File: src/rtl/slice_adder_seq.sv
// Multi-cycle WIDTH-bit add/subtract built from one shared SLICE-bit ripple stage.
// Processes slices LSB first with a registered carry, behind valid/ready handshakes.
module slice_adder_seq #(
    parameter int unsigned WIDTH = 16,
    parameter int unsigned SLICE = 4
) (
    input  logic             clk,
    input  logic             rst,
    input  logic             in_valid,
    output logic             in_ready,
    input  logic [WIDTH-1:0] A,
    input  logic [WIDTH-1:0] B,
    input  logic             Cin,
    input  logic             sub,
    output logic             out_valid,
    input  logic             out_ready,
    output logic [WIDTH-1:0] Sum,
    output logic             Cout,
    output logic             Ovf,
    output logic             busy
);

    localparam int unsigned NSLICE = WIDTH / SLICE;
    localparam int unsigned IW     = (NSLICE > 1) ? $clog2(NSLICE) : 1;
    localparam int unsigned SW     = SLICE + 1;

    typedef enum logic [1:0] {IDLE, RUN, DONE} state_t;

    state_t           state, state_nxt;
    logic [WIDTH-1:0] a_r, a_nxt;
    logic [WIDTH-1:0] b_r, b_nxt;
    logic             sub_r, sub_nxt;
    logic             carry, carry_nxt;
    logic [IW-1:0]    idx, idx_nxt;
    logic [WIDTH-1:0] sum_nxt;
    logic             cout_nxt, ovf_nxt;
    logic             in_ready_nxt, out_valid_nxt, busy_nxt;

    int unsigned      off;
    logic [SLICE-1:0] a_s, b_s;
    logic [SW-1:0]    stage;
    logic             msb_cin;

    // Shared slice adder; B is inverted for subtract, carry register supplies the +1.
    always_comb begin
        off     = 32'(idx) * SLICE;
        a_s     = SLICE'(a_r >> off);
        b_s     = SLICE'(b_r >> off) ^ {SLICE{sub_r}};
        stage   = {1'b0, a_s} + {1'b0, b_s} + SW'(carry);
        msb_cin = a_s[SLICE-1] ^ b_s[SLICE-1] ^ stage[SLICE-1];
    end

    always_comb begin
        state_nxt = state;
        a_nxt     = a_r;
        b_nxt     = b_r;
        sub_nxt   = sub_r;
        carry_nxt = carry;
        idx_nxt   = idx;
        sum_nxt   = Sum;
        cout_nxt  = Cout;
        ovf_nxt   = Ovf;
        case (state)
            IDLE: begin
                if (in_valid && in_ready) begin
                    a_nxt     = A;
                    b_nxt     = B;
                    sub_nxt   = sub;
                    carry_nxt = sub ? 1'b1 : Cin;
                    idx_nxt   = '0;
                    state_nxt = RUN;
                end
            end
            RUN: begin
                sum_nxt[off +: SLICE] = stage[SLICE-1:0];
                carry_nxt             = stage[SLICE];
                if (idx == IW'(NSLICE - 1)) begin
                    cout_nxt  = stage[SLICE];
                    ovf_nxt   = msb_cin ^ stage[SLICE];
                    idx_nxt   = '0;
                    state_nxt = DONE;
                end else begin
                    idx_nxt = idx + IW'(1);
                end
            end
            DONE: begin
                if (out_ready) state_nxt = IDLE;
            end
            default: state_nxt = IDLE;
        endcase
        in_ready_nxt  = (state_nxt == IDLE);
        out_valid_nxt = (state_nxt == DONE);
        busy_nxt      = (state_nxt != IDLE);
    end

    always_ff @(posedge clk) begin
        if (rst) begin
            state     <= IDLE;
            a_r       <= '0;
            b_r       <= '0;
            sub_r     <= 1'b0;
            carry     <= 1'b0;
            idx       <= '0;
            Sum       <= '0;
            Cout      <= 1'b0;
            Ovf       <= 1'b0;
            in_ready  <= 1'b1;
            out_valid <= 1'b0;
            busy      <= 1'b0;
        end else begin
            state     <= state_nxt;
            a_r       <= a_nxt;
            b_r       <= b_nxt;
            sub_r     <= sub_nxt;
            carry     <= carry_nxt;
            idx       <= idx_nxt;
            Sum       <= sum_nxt;
            Cout      <= cout_nxt;
            Ovf       <= ovf_nxt;
            in_ready  <= in_ready_nxt;
            out_valid <= out_valid_nxt;
            busy      <= busy_nxt;
        end
    end

endmodule

File: config.mk
export PLATFORM = sky130hd
export DESIGN_NAME = slice_adder_seq
export DESIGN_NICKNAME = d
export VERILOG_FILES = /design/src/rtl/slice_adder_seq.sv
export SDC_FILE = /design/constraint.sdc
export NUM_CORES = 1
export LEC_CHECK = 0
export ABC_AREA = 1
export BUFFER_PORTS_ARGS = -buffer_cell sky130_fd_sc_hd__buf_2
export CAP_MARGIN = 10
export CORE_ASPECT_RATIO = 0.7
export CORE_UTILIZATION = 38
export CTS_BUF_LIST = sky130_fd_sc_hd__clkbuf_8
export DETAILED_ROUTE_END_ITERATION = 8
export GPL_TIMING_DRIVEN = 0
export REMOVE_ABC_BUFFERS = 1
export SYNTH_ARGS = -nofsm -noshare
export SYNTH_HDL_FRONTEND = slang
export SYNTH_SLANG_ARGS = --single-unit
File: constraint.sdc
create_clock -name clk -period 4.8 [get_ports clk]
set_input_delay 0.72 -clock clk [delete_from_list [all_inputs] [get_ports clk]]
set_output_delay 0.72 -clock clk [all_outputs]
set_load 0.01 [all_outputs]
==> metrics, run 1 <==
status=complete, no violations; crit end category=flop; clock share of power=34.4%; share of cells above drive strength 1=21.50%; initial antenna violation count=0; post-cts resize count=0; ys async rst share=0%; Comb pwr share=20.9%; number of global-route vias before repair=2125; clk_skew=0.007788 ns; Tot GR Track Use=18.82%; first-pass GRT wire length=10.27 mm; Hold Path Sink=Cout$_SDFFE_PP0P_; Post-CTS Hold Buffers=0; routed wire length=6.026 mm; flip-flop and latch area=1181 um2; # diodes=0; Clock Pin Slew Worst Setup and Hold Paths=0.06 ns; Multi-input gate area=1301 um2; fill count=702; Slew Limit Fails=0; Die X=101.6 um; count leader, synth=nor2_1; leading area contributor after synthesis=dfxtp_1; Tightest Pin Transition=0.8331 ns; DRT Pass-1 Iters=4; Peak Freq=276.4 MHz; Mapped Avg Cell Area=7.708 um2; number of synthesized flops with an enable pin=0; Syn Std Cell Area=2636 um2; 1st-iter DRT viols=92; largest net degree at the start of global routing=38; XOR/XNOR Fraction of Synth Area=1.661%; die area=7280 um2; DP Wirelength=4.080 mm; endpoints failing setup=0; R2R setup slack=1.18 ns; row cnt=24; Mapped Cells=342; RSZ-0062 raised after global routing=no; GRT overflow=0; dominant synthesized flop cell=dfxtp_1; Final GP Congestion=0.7495; Unique masters post-synth=31; simple-gate share of the synthesized area=24.39%; Setup CP Type=reg2reg; internal power=859.8 uW; Die H=71.69 um; Post-synth top cells=95 x nor2_1, 59 x dfxtp_1, 50 x o21ai_0; Hold WS=0.4551 ns; worst r2r dst=Sum[14]$_SDFFE_PP0P_; Power Dens Cells=394.4 nW/um2; I/O Buffers=58; # IOs=59; CP required=5.07 ns; Worst Hold Class=reg2reg; vias per cell=4.768; Root Buffer=clkbuf_8; warnings from Yosys=0; worst hold start=Cout$_SDFFE_PP0P_; CP arrival=3.89 ns; vias=2341; CTS H-tree depth=3; Final Hold Fails=0; Max VDD drop=0.1362 mV; drt wl/cell=12.27 um; remaining antenna violation count=0; Adder-Cell Fraction of Synth Area=5.790%; clk buf depth=2; CTS tree=yes; nets@finish=444; r2r worst-path depth=12; P_leak=1.394 nW; Critical R2R Launch=idx[0]$_SDFFE_PP0P_; clock latency on the worst-skew pair=0.34 ns; CORE AREA=6456 um2; Synth top area share=44.80%; largest cells by area after synthesis=dfxtp_1 45%, nor2_1 14%, o21ai_0 9.5%; Slew HR=44.38%; CP max FO=25; multiplexer area fraction after synthesis=0%; Seq cells post-synth=59; period utilization=75.37%; Final TNS setup=0 ns; Initial Utilization=40.83%; proportion of synthesized chip area in sequential cells=44.80%; main combinational cell family by area after synthesis=simple AND/OR/NAND/NOR gates; maxcap violations=0; Remaining DRCs=0; clock buffer count from CTS=9; clk sinks=59; area grow syn2layout=19.17%; post-CTS setup buffer count=0; sequential share of power=44.7%; Final min period=3.618 ns; Sw Ratio=30.61%; hold path cells=2; P_sw=379.2 uW; complex-gate fraction of the synthesized area=17.51%; Worst Setup Start Kind=flop
-- metrics by stage --
step | utilization, % | instances | power [mW] | instance area [um2] | worst slack [ns]
final | 48.66 | 491 | 1.239 | 3142 | 1.182
after global routing | 48.66 | 491 | 1.313 | 3142 | 0.6708
after CTS | 48.66 | 491 | 1.249 | 3142 | 1.197
after detailed placement | 45.70 | 475 | 0.8214 | 2950 | 1.233
after global placement | 45.70 | 475 | 0.8140 | 2950 | 1.231
after floorplan | - | 326 | 0.7392 | 2546 | 1.953
-- power groups by stage --
stage          Clock [mW]  Sequential, mW  Combinational [mW]
2_1_floorplan           0           0.561               0.178
3_3_place_gp            0           0.564               0.250
3_5_place_dp            0           0.565               0.257
4_1_cts             0.437           0.554               0.258
5_1_grt             0.457           0.560               0.296
6_report            0.426           0.554               0.259
-- critical path: stages, from the launching register on --
cell	delay [ns]
dfxtp_1	0.86
inv_1	0.60
o21ai_0	0.32
o22ai_1	0.13
xor2_1	0.17
fa_1	0.36
inv_1	0.09
fa_1	0.22
xor2_1	0.33
nand2_1	0.12
nor2_1	0.15
a22oi_1	0.09
nor2_1	0.09
-- cells by family after synthesis --
logic type	after synthesis
buf+inv	33
simple gates	149
flops	59
fa+ha+maj	11
compound gates	85
xor+xnor	5
-- worst max-delay path by stage --
stage	startpoint	to	slack (ns)
final	idx[0]$_SDFFE_PP0P_	Sum[14]$_SDFFE_PP0P_	1.18
after global routing	idx[0]$_SDFFE_PP0P_	Sum[14]$_SDFFE_PP0P_	0.67
after CTS	idx[0]$_SDFFE_PP0P_	Sum[14]$_SDFFE_PP0P_	1.20
after detailed placement	idx[0]$_SDFFE_PP0P_	Sum[6]$_SDFFE_PP0P_	1.23
after global placement	idx[0]$_SDFFE_PP0P_	Sum[5]$_SDFFE_PP0P_	1.23
after floorplan	idx[0]$_SDFFE_PP0P_	Sum[5]$_SDFFE_PP0P_	1.95
-- registers in the layout (all words and copies together), names as in the netlist --
register and cells:
b_r 16, Sum 16, state 2, sub_r 1, in_ready 1, idx 2, Ovf 1, busy 1
Cout 1, carry 1, out_valid 1, a_r 16
-- final cells by class --
cell class | count | share of cell area (%)
Clock buffer | 13 | 5.695
Clock inverter | 3 | 0.3982
Inverter | 17 | 2.031
Multi-Input combinational cell | 250 | 41.42
Sequential cell | 59 | 37.59
Tap cell | 91 | 3.624
Timing Repair Buffer | 58 | 9.239
-- cell usage in the layout (no fill, tap or decap), types with 5 or more instances in the layout --
| master | instances |
|---|---|
| a21oi_1 | 16 |
| a22oi_1 | 6 |
| buf_2 | 58 |
| clkbuf_8 | 13 |
| dfxtp_1 | 59 |
| ha_1 | 9 |
| inv_1 | 16 |
| nand2_1 | 31 |
| nand3_1 | 6 |
| nor2_1 | 95 |
| nor2_2 | 5 |
| o21ai_0 | 50 |
| o22ai_1 | 7 |
| xor2_1 | 5 |
-- metal layers --
metal / GRT usage, % / up-vias / part of all wire [%]
li1: - / 1242 / -
met3: 6.829 / 8 / 6.0
met2: 26.05 / 51 / 38
met5: 0 / - / 0
met1: 26.99 / 1040 / 54
met4: 5.797 / 0 / 1.4
Note: power is estimated with default switching activity, not from simulation.
==> run 2, diff against run 1 <==
--- a/config.mk
+++ b/config.mk
@@ -5,7 +5,7 @@
 export SDC_FILE = /design/constraint.sdc
 export NUM_CORES = 1
 export LEC_CHECK = 0
-export ABC_AREA = 1
+export ABC_AREA = 0
 export BUFFER_PORTS_ARGS = -buffer_cell sky130_fd_sc_hd__buf_2
 export CAP_MARGIN = 10
 export CORE_ASPECT_RATIO = 0.7
==> constraint.sdc (replaced) <==
create_clock -name clk -period 3.1 [get_ports clk]
set_input_delay 0.465 -clock clk [delete_from_list [all_inputs] [get_ports clk]]
set_output_delay 0.465 -clock clk [all_outputs]
set_load 0.01 [all_outputs]
==> run 2 against run 1 <==
Effect of this change: count of clock-buffer cells in the layout rose by 1; cell count down 10%; critical path depth shrank 2; first-iteration DRC count shrank 22%; worst setup slack worse by 0.79 ns; wire length is 11% lower; sequential power rose by 49%; fmax is 34% higher; synthesized cell count is 16% lower; critical endpoint is now carry$_SDFFE_PP0P_; highest routed layer unchanged.
==> metrics, run 2 <==
count leader, synth=nand2_1 (was nor2_1); leading area contributor after synthesis=dfxtp_1 (unchanged); # diodes=0 (unchanged); maxcap violations=0 (unchanged); crit end category=flop (unchanged); number of global-route vias before repair=1891 (was 2125); biggest regs=Sum: 16 flops, a_r: 16 flops, b_r: 16 flops (unchanged); row cnt=24 (unchanged); I/O Buffers=58 (unchanged); number of synthesized flops with an enable pin=0 (unchanged); Slew Limit Fails=0 (unchanged); endpoints failing setup=0 (unchanged); RSZ-0062 raised after global routing=no (unchanged); Remaining DRCs=0 (unchanged); warnings from Yosys=0 (unchanged); Post-synth top cells=73 x nand2_1, 59 x dfxtp_1, 42 x a21oi_1 (was 95 x nor2_1, 59 x dfxtp_1, 50 x o21ai_0); share of cells above drive strength 1=27.51% (was 21.50%); P_leak=1.355 nW (was 1.394 nW); status=complete, no violations (unchanged); CTS H-tree depth=3 (unchanged); Tightest Pin Transition=1.095 ns (was 0.8331 ns); clock latency on the worst-skew pair=0.33 ns (was 0.34 ns); initial antenna violation count=0 (unchanged); GRT overflow=0 (unchanged); Final Hold Fails=0 (unchanged); vias per cell=4.780 (was 4.768); CORE AREA=6366 um2 (was 6456 um2); 1st-iter DRT viols=72 (was 92); Die X=100.0 um (was 101.6 um); clk sinks=59 (unchanged); proportion of synthesized chip area in sequential cells=46.21% (was 44.80%); Worst Setup Start Kind=flop (unchanged); CP max FO=7 (was 25); total power=1.773 mW (was 1.239 mW); DP Wirelength=3.659 mm (was 4.080 mm); DRT Pass-1 Iters=4 (unchanged); drt wl/cell=12.25 um (was 12.27 um); die area=7064 um2 (was 7280 um2); largest cells by area after synthesis=dfxtp_1 46%, nand2_1 11%, a21oi_1 8.2% (was dfxtp_1 45%, nor2_1 14%, o21ai_0 9.5%); remaining antenna violation count=0 (unchanged); Initial Utilization=40.15% (was 40.83%); hold path cells=3 (was 2); Final GP Congestion=0.7423 (was 0.7495); Tot GR Track Use=16.26% (was 18.82%); leading cell types in the layout, fill and taps excluded=73 x nand2_1, 58 x buf_2, 57 x dfxtp_1 (was 95 x nor2_1, 59 x dfxtp_1, 58 x buf_2); r2r worst-path depth=10 (was 12); Power Dens Cells=564.0 nW/um2 (was 394.4 nW/um2); Syn Std Cell Area=2556 um2 (was 2636 um2); post-layout utilization of the core=49.37% (was 48.66%); Unique masters post-synth=31 (unchanged); CP arrival=2.88 ns (was 3.89 ns); Seq cells post-synth=59 (unchanged); Mapped Cells=286 (was 342); clock buffer count from CTS=9 (unchanged); Die H=70.62 um (was 71.69 um); nets@finish=394 (was 444); Root Buffer=clkbuf_8 (unchanged); vias=2103 (was 2341); most common cell after layout, fill and taps aside=nand2_1 (was nor2_1); Max VDD drop=0.2694 mV (was 0.1362 mV); clk_skew=0.006721 ns (was 0.007788 ns); Worst Hold Class=in2reg (was reg2reg); first-pass GRT wire length=8.845 mm (was 10.27 mm); Mapped Avg Cell Area=8.938 um2 (was 7.708 um2); Final min period=2.707 ns (was 3.618 ns); ys async rst share=0% (unchanged); Hold WS=0.3671 ns (was 0.4551 ns); CTS tree=yes (unchanged); period utilization=87.32% (was 75.37%); dominant synthesized flop cell=dfxtp_1 (unchanged); Clock Pin Slew Worst Setup and Hold Paths=0.06 ns (about the same); area grow syn2layout=22.96% (was 19.17%); Setup CP Type=reg2reg (unchanged); Synth top area share=46.21% (was 44.80%); # IOs=59 (unchanged); Peak Freq=369.4 MHz (was 276.4 MHz); CP required=3.27 ns (was 5.07 ns); Slew HR=27.02% (was 44.38%); clk buf depth=2 (unchanged); routed wire length=5.389 mm (was 6.026 mm); largest net degree at the start of global routing=59 (was 38)
-- run 2: cell types whose count changed in the layout (fill, tap and decap cells not counted), sizes merged, moves of 5 or more --
| cell | delta |
|---|---|
| o21ai | -52 |
| nand3 | -5 |
| inv | -11 |
| nor2 | -75 |
| mux4 | +8 |
| o22ai | -7 |
| a21oi | +26 |
| buf | +8 |
| nand2 | +39 |
| a22oi | +10 |
-- run 2: final timing paths --
check,from,end,slack (ns)
min,B[12],b_r[12]$_SDFFE_PP0P_,0.37
min reg2reg,a_r[14]$_SDFFE_PP0P_,a_r[14]$_SDFFE_PP0P_,0.45
max,idx[0]$_SDFFE_PP0P_,carry$_SDFFE_PP0P_,0.39
max reg2reg,idx[0]$_SDFFE_PP0P_,carry$_SDFFE_PP0P_,0.39
-- run 2: cell type report --
cell class                      count  area, um2
Clock inverter                      1      5.005
Timing Repair Buffer               66      357.8
Inverter                            7      26.28
Tap cell                           91      113.9
Clock buffer                       14      192.7
Fill cell                         656       3223
Sequential cell                    59       1186
Multi-Input combinational cell    202       1261
-- run 2: per-stage QoR --
stage               cell area, um2  TNS (ns)  setup WS [ns]  cells
floorplan                     2469         0         0.1078    268
global placement              2873    -1.801        -0.2997    417
detailed placement            2888    -2.284        -0.3294    418
CTS                           3087         0       0.003190    433
global route                  3143         0         0.1684    440
finish                        3143         0         0.3929    440
-- run 2: critical path, cell delays in order, from the launching register on --
cell and delay [ns]:
dfxtp_4 0.40, mux4_2 0.52, xnor2_1 0.21, fa_1 0.21
inv_1 0.05, fa_1 0.39, a21o_1 0.19, a21oi_1 0.28
nor2_1 0.07, a31oi_1 0.14, a21oi_1 0.08
-- run 2: per-layer routing --
layer / up-vias / GRT usage, % / routed length (um)
li1: 1084 / - / -
met2: 54 / 21.92 / 2157
met5: - / 0 / 0
met4: 0 / 4.831 / 42
met3: 6 / 6.719 / 346
met1: 959 / 23.54 / 2843
-- run 2: what timing repair did --
item / in CTS / in global routing
endpoints found under the setup margin: 15 / 6
hold buffers: 0 / 0
buffers inserted: 0 / 7
resized for setup: 1 / 2
-- run 2: power by group --
part	switching [mW]	internal, mW
Clock	0.278	0.394
Sequential	0.0250	0.800
Combinational	0.161	0.116
Total	0.464	1.31
-- run 2: logic make-up (layout without fill, tap and decap cells) --
group | after synthesis | after routing | share of synthesized area [%]
xor gates and xnor gates | 7 | 7 | 2.398
DFF | 59 | 59 | 46.21
AOI/OAI and AO/OA | 63 | 63 | 14.15
muxes | 8 | 8 | 7.048
and+or+nand+nor | 113 | 113 | 19.77
adders and majority gates | 11 | 11 | 5.972
buffers and inverters | 25 | 88 | 4.454
==> run 3, diff against run 2 <==
--- a/config.mk
+++ b/config.mk
@@ -5,14 +5,15 @@
 export SDC_FILE = /design/constraint.sdc
 export NUM_CORES = 1
 export LEC_CHECK = 0
-export ABC_AREA = 0
+export ABC_AREA = 1
 export BUFFER_PORTS_ARGS = -buffer_cell sky130_fd_sc_hd__buf_2
 export CAP_MARGIN = 10
 export CORE_ASPECT_RATIO = 0.7
-export CORE_UTILIZATION = 38
+export CORE_UTILIZATION = 50
 export CTS_BUF_LIST = sky130_fd_sc_hd__clkbuf_8
 export DETAILED_ROUTE_END_ITERATION = 8
 export GPL_TIMING_DRIVEN = 0
+export PLACE_DENSITY = 0.78
 export REMOVE_ABC_BUFFERS = 1
 export SYNTH_ARGS = -nofsm -noshare
 export SYNTH_HDL_FRONTEND = slang
==> run 3 against run 2 <==
Effect of this change: design area rose by 0.56%; count of clock-buffer cells in the layout did not move; sequential power rose by 4.4%.
==> metrics, run 3 (synthesis results as in run 1) <==
Setup CP Type=reg2reg (unchanged); clk buf depth=2 (unchanged); clk_skew=0.004980 ns (was 0.006721 ns); endpoints failing setup=0 (unchanged); Tot GR Track Use=22.18% (was 16.26%); CTS tree=yes (unchanged); # diodes=0 (unchanged); I/O Buffers=58 (unchanged); Initial Utilization=53.65% (was 40.15%); CP arrival=2.98 ns (was 2.88 ns); Die X=88.79 um (was 100.0 um); maxcap violations=0 (unchanged); Multi-input gate area=1301 um2 (was 1261 um2); fill count=466 (was 656); Final min period=2.721 ns (was 2.707 ns); Final GP Congestion=0.8079 (was 0.7423); DP Wirelength=3.940 mm (was 3.659 mm); most common cell after layout, fill and taps aside=nor2_1 (was nand2_1); P_leak=1.403 nW (was 1.355 nW); Max VDD drop=0.3123 mV (was 0.2694 mV); number of global-route vias before repair=2114 (was 1891); Post-CTS Hold Buffers=0 (unchanged); nets@finish=448 (was 394); die area=5572 um2 (was 7064 um2); clock latency on the worst-skew pair=0.33 ns (about the same); flip-flop and latch area=1186 um2 (unchanged); Die H=62.75 um (was 70.62 um); share of cells above drive strength 1=23.57% (was 27.51%); period utilization=87.76% (was 87.32%); Remaining DRCs=0 (unchanged); Design Area, Final=3161 um2 (was 3143 um2); CORE AREA=4913 um2 (was 6366 um2); vias per cell=5.008 (was 4.780); Root Buffer=clkbuf_8 (unchanged); hold path cells=3 (unchanged); Clock Pin Slew Worst Setup and Hold Paths=0.06 ns (about the same); biggest regs=Sum: 16 flops, a_r: 16 flops, b_r: 16 flops (unchanged); initial antenna violation count=0 (unchanged); CP max FO=24 (was 7); Tightest Pin Transition=0.7215 ns (was 1.095 ns); Hold WS=0.3874 ns (was 0.3671 ns); vias=2364 (was 2103); clock buffer count from CTS=9 (unchanged); Worst Hold Class=in2reg (unchanged); 1st-iter DRT viols=166 (was 72); largest net degree at the start of global routing=38 (was 59); DP Area=2923 um2 (was 2888 um2); Worst Setup Start Kind=flop (unchanged); status=complete, no violations (unchanged); # IOs=59 (unchanged); Slew HR=51.85% (was 27.02%); Power Dens Cells=609.2 nW/um2 (was 564.0 nW/um2); first-pass GRT wire length=9.384 mm (was 8.845 mm); crit end category=flop (unchanged); remaining antenna violation count=0 (unchanged); drt wl/cell=12.03 um (was 12.25 um); RSZ-0062 raised after global routing=no (unchanged); GRT overflow=0 (unchanged); routed wire length=5.680 mm (was 5.389 mm); Final Hold Fails=0 (unchanged); CP required=3.36 ns (was 3.27 ns); row cnt=21 (was 24); DRT Pass-1 Iters=4 (unchanged); area grow syn2layout=19.89% (was 22.96%); leading cell types in the layout, fill and taps excluded=95 x nor2_1, 58 x buf_2, 57 x dfxtp_1 (was 73 x nand2_1, 58 x buf_2, 57 x dfxtp_1); Peak Freq=367.6 MHz (was 369.4 MHz); CTS H-tree depth=3 (unchanged); Slew Limit Fails=0 (unchanged); r2r worst-path depth=12 (was 10); clk sinks=59 (unchanged)
[run 3: changes by cell type in the layout (fill, tap and decap cells not counted), moves of 6 or more]
cell and change:
a21oi_1 -26, inv_1 +6, nand2_1 -42, o22ai_1 +7, a22oi_1 -10, o21ai_0 +49
mux4_2 -8, nor2_1 +69
[run 3: report_power, final]
part | internal [mW] | switching, mW
combinational | 0.148 | 0.251
sequential | 0.818 | 0.0424
clock | 0.394 | 0.272
[run 3: critical path, stage by stage (launching register included)]
cell and delay (ns):
dfxtp_4 0.52, clkinvlp_4 0.25, o21ai_0 0.19, o22ai_1 0.11, xor2_1 0.19, fa_1 0.19, inv_1 0.06, fa_1 0.40
xor2_1 0.27, nand2_1 0.10, nor2_1 0.18, a22oi_1 0.09, nor2_1 0.10
[run 3: path summary, 6_finish.rpt]
path,from,endpoint,slack (ns)
worst max-delay path,idx[0]$_SDFFE_PP0P_,Sum[6]$_SDFFE_PP0P_,0.38
worst min-delay path,B[13],b_r[13]$_SDFFE_PP0P_,0.39
worst max register to register,idx[0]$_SDFFE_PP0P_,Sum[6]$_SDFFE_PP0P_,0.38
worst min register to register,Cout$_SDFFE_PP0P_,Cout$_SDFFE_PP0P_,0.45
[run 3: per-layer routing]
metal / track usage (%) / share of wire (%) / routed length (um) / vias to the layer above
li1: - / - / - / 1242
met3: 7.926 / 6.4 / 361 / 7
met4: 7.460 / 0.95 / 54 / 0
met1: 29.92 / 49 / 2793 / 1048
met2: 32.69 / 44 / 2471 / 67
met5: 0 / 0 / 0 / -
[run 3: layout make-up]
class,count,area share [%]
tap,69,2.732
timing repair inverter,1,0.1584
inverter,17,2.257
clock inverter,1,0.1584
multi-input combinational,250,41.17
clock buffer,14,6.097
sequential,59,37.53
timing repair buffer,61,9.897
[run 3: stage by stage]
stage	util (%)	std cells	setup TNS, ns	total power [mW]	worst slack (ns)
floorplan	-	326	0	1.145	0.2527
global placement	59.49	453	-2.642	1.248	-0.3811
detailed placement	59.49	453	-4.043	1.265	-0.4426
CTS	63.71	469	0	1.926	0.05262
global route	64.32	472	0	2.034	0.1018
finish	64.32	472	0	1.925	0.3794
[run 3: timing repair]
item                       in CTS  in global routing
setup buffers                   0                  3
gates cloned                    1                  0
setup endpoints to repair      17                  6
resized for setup               2                  3
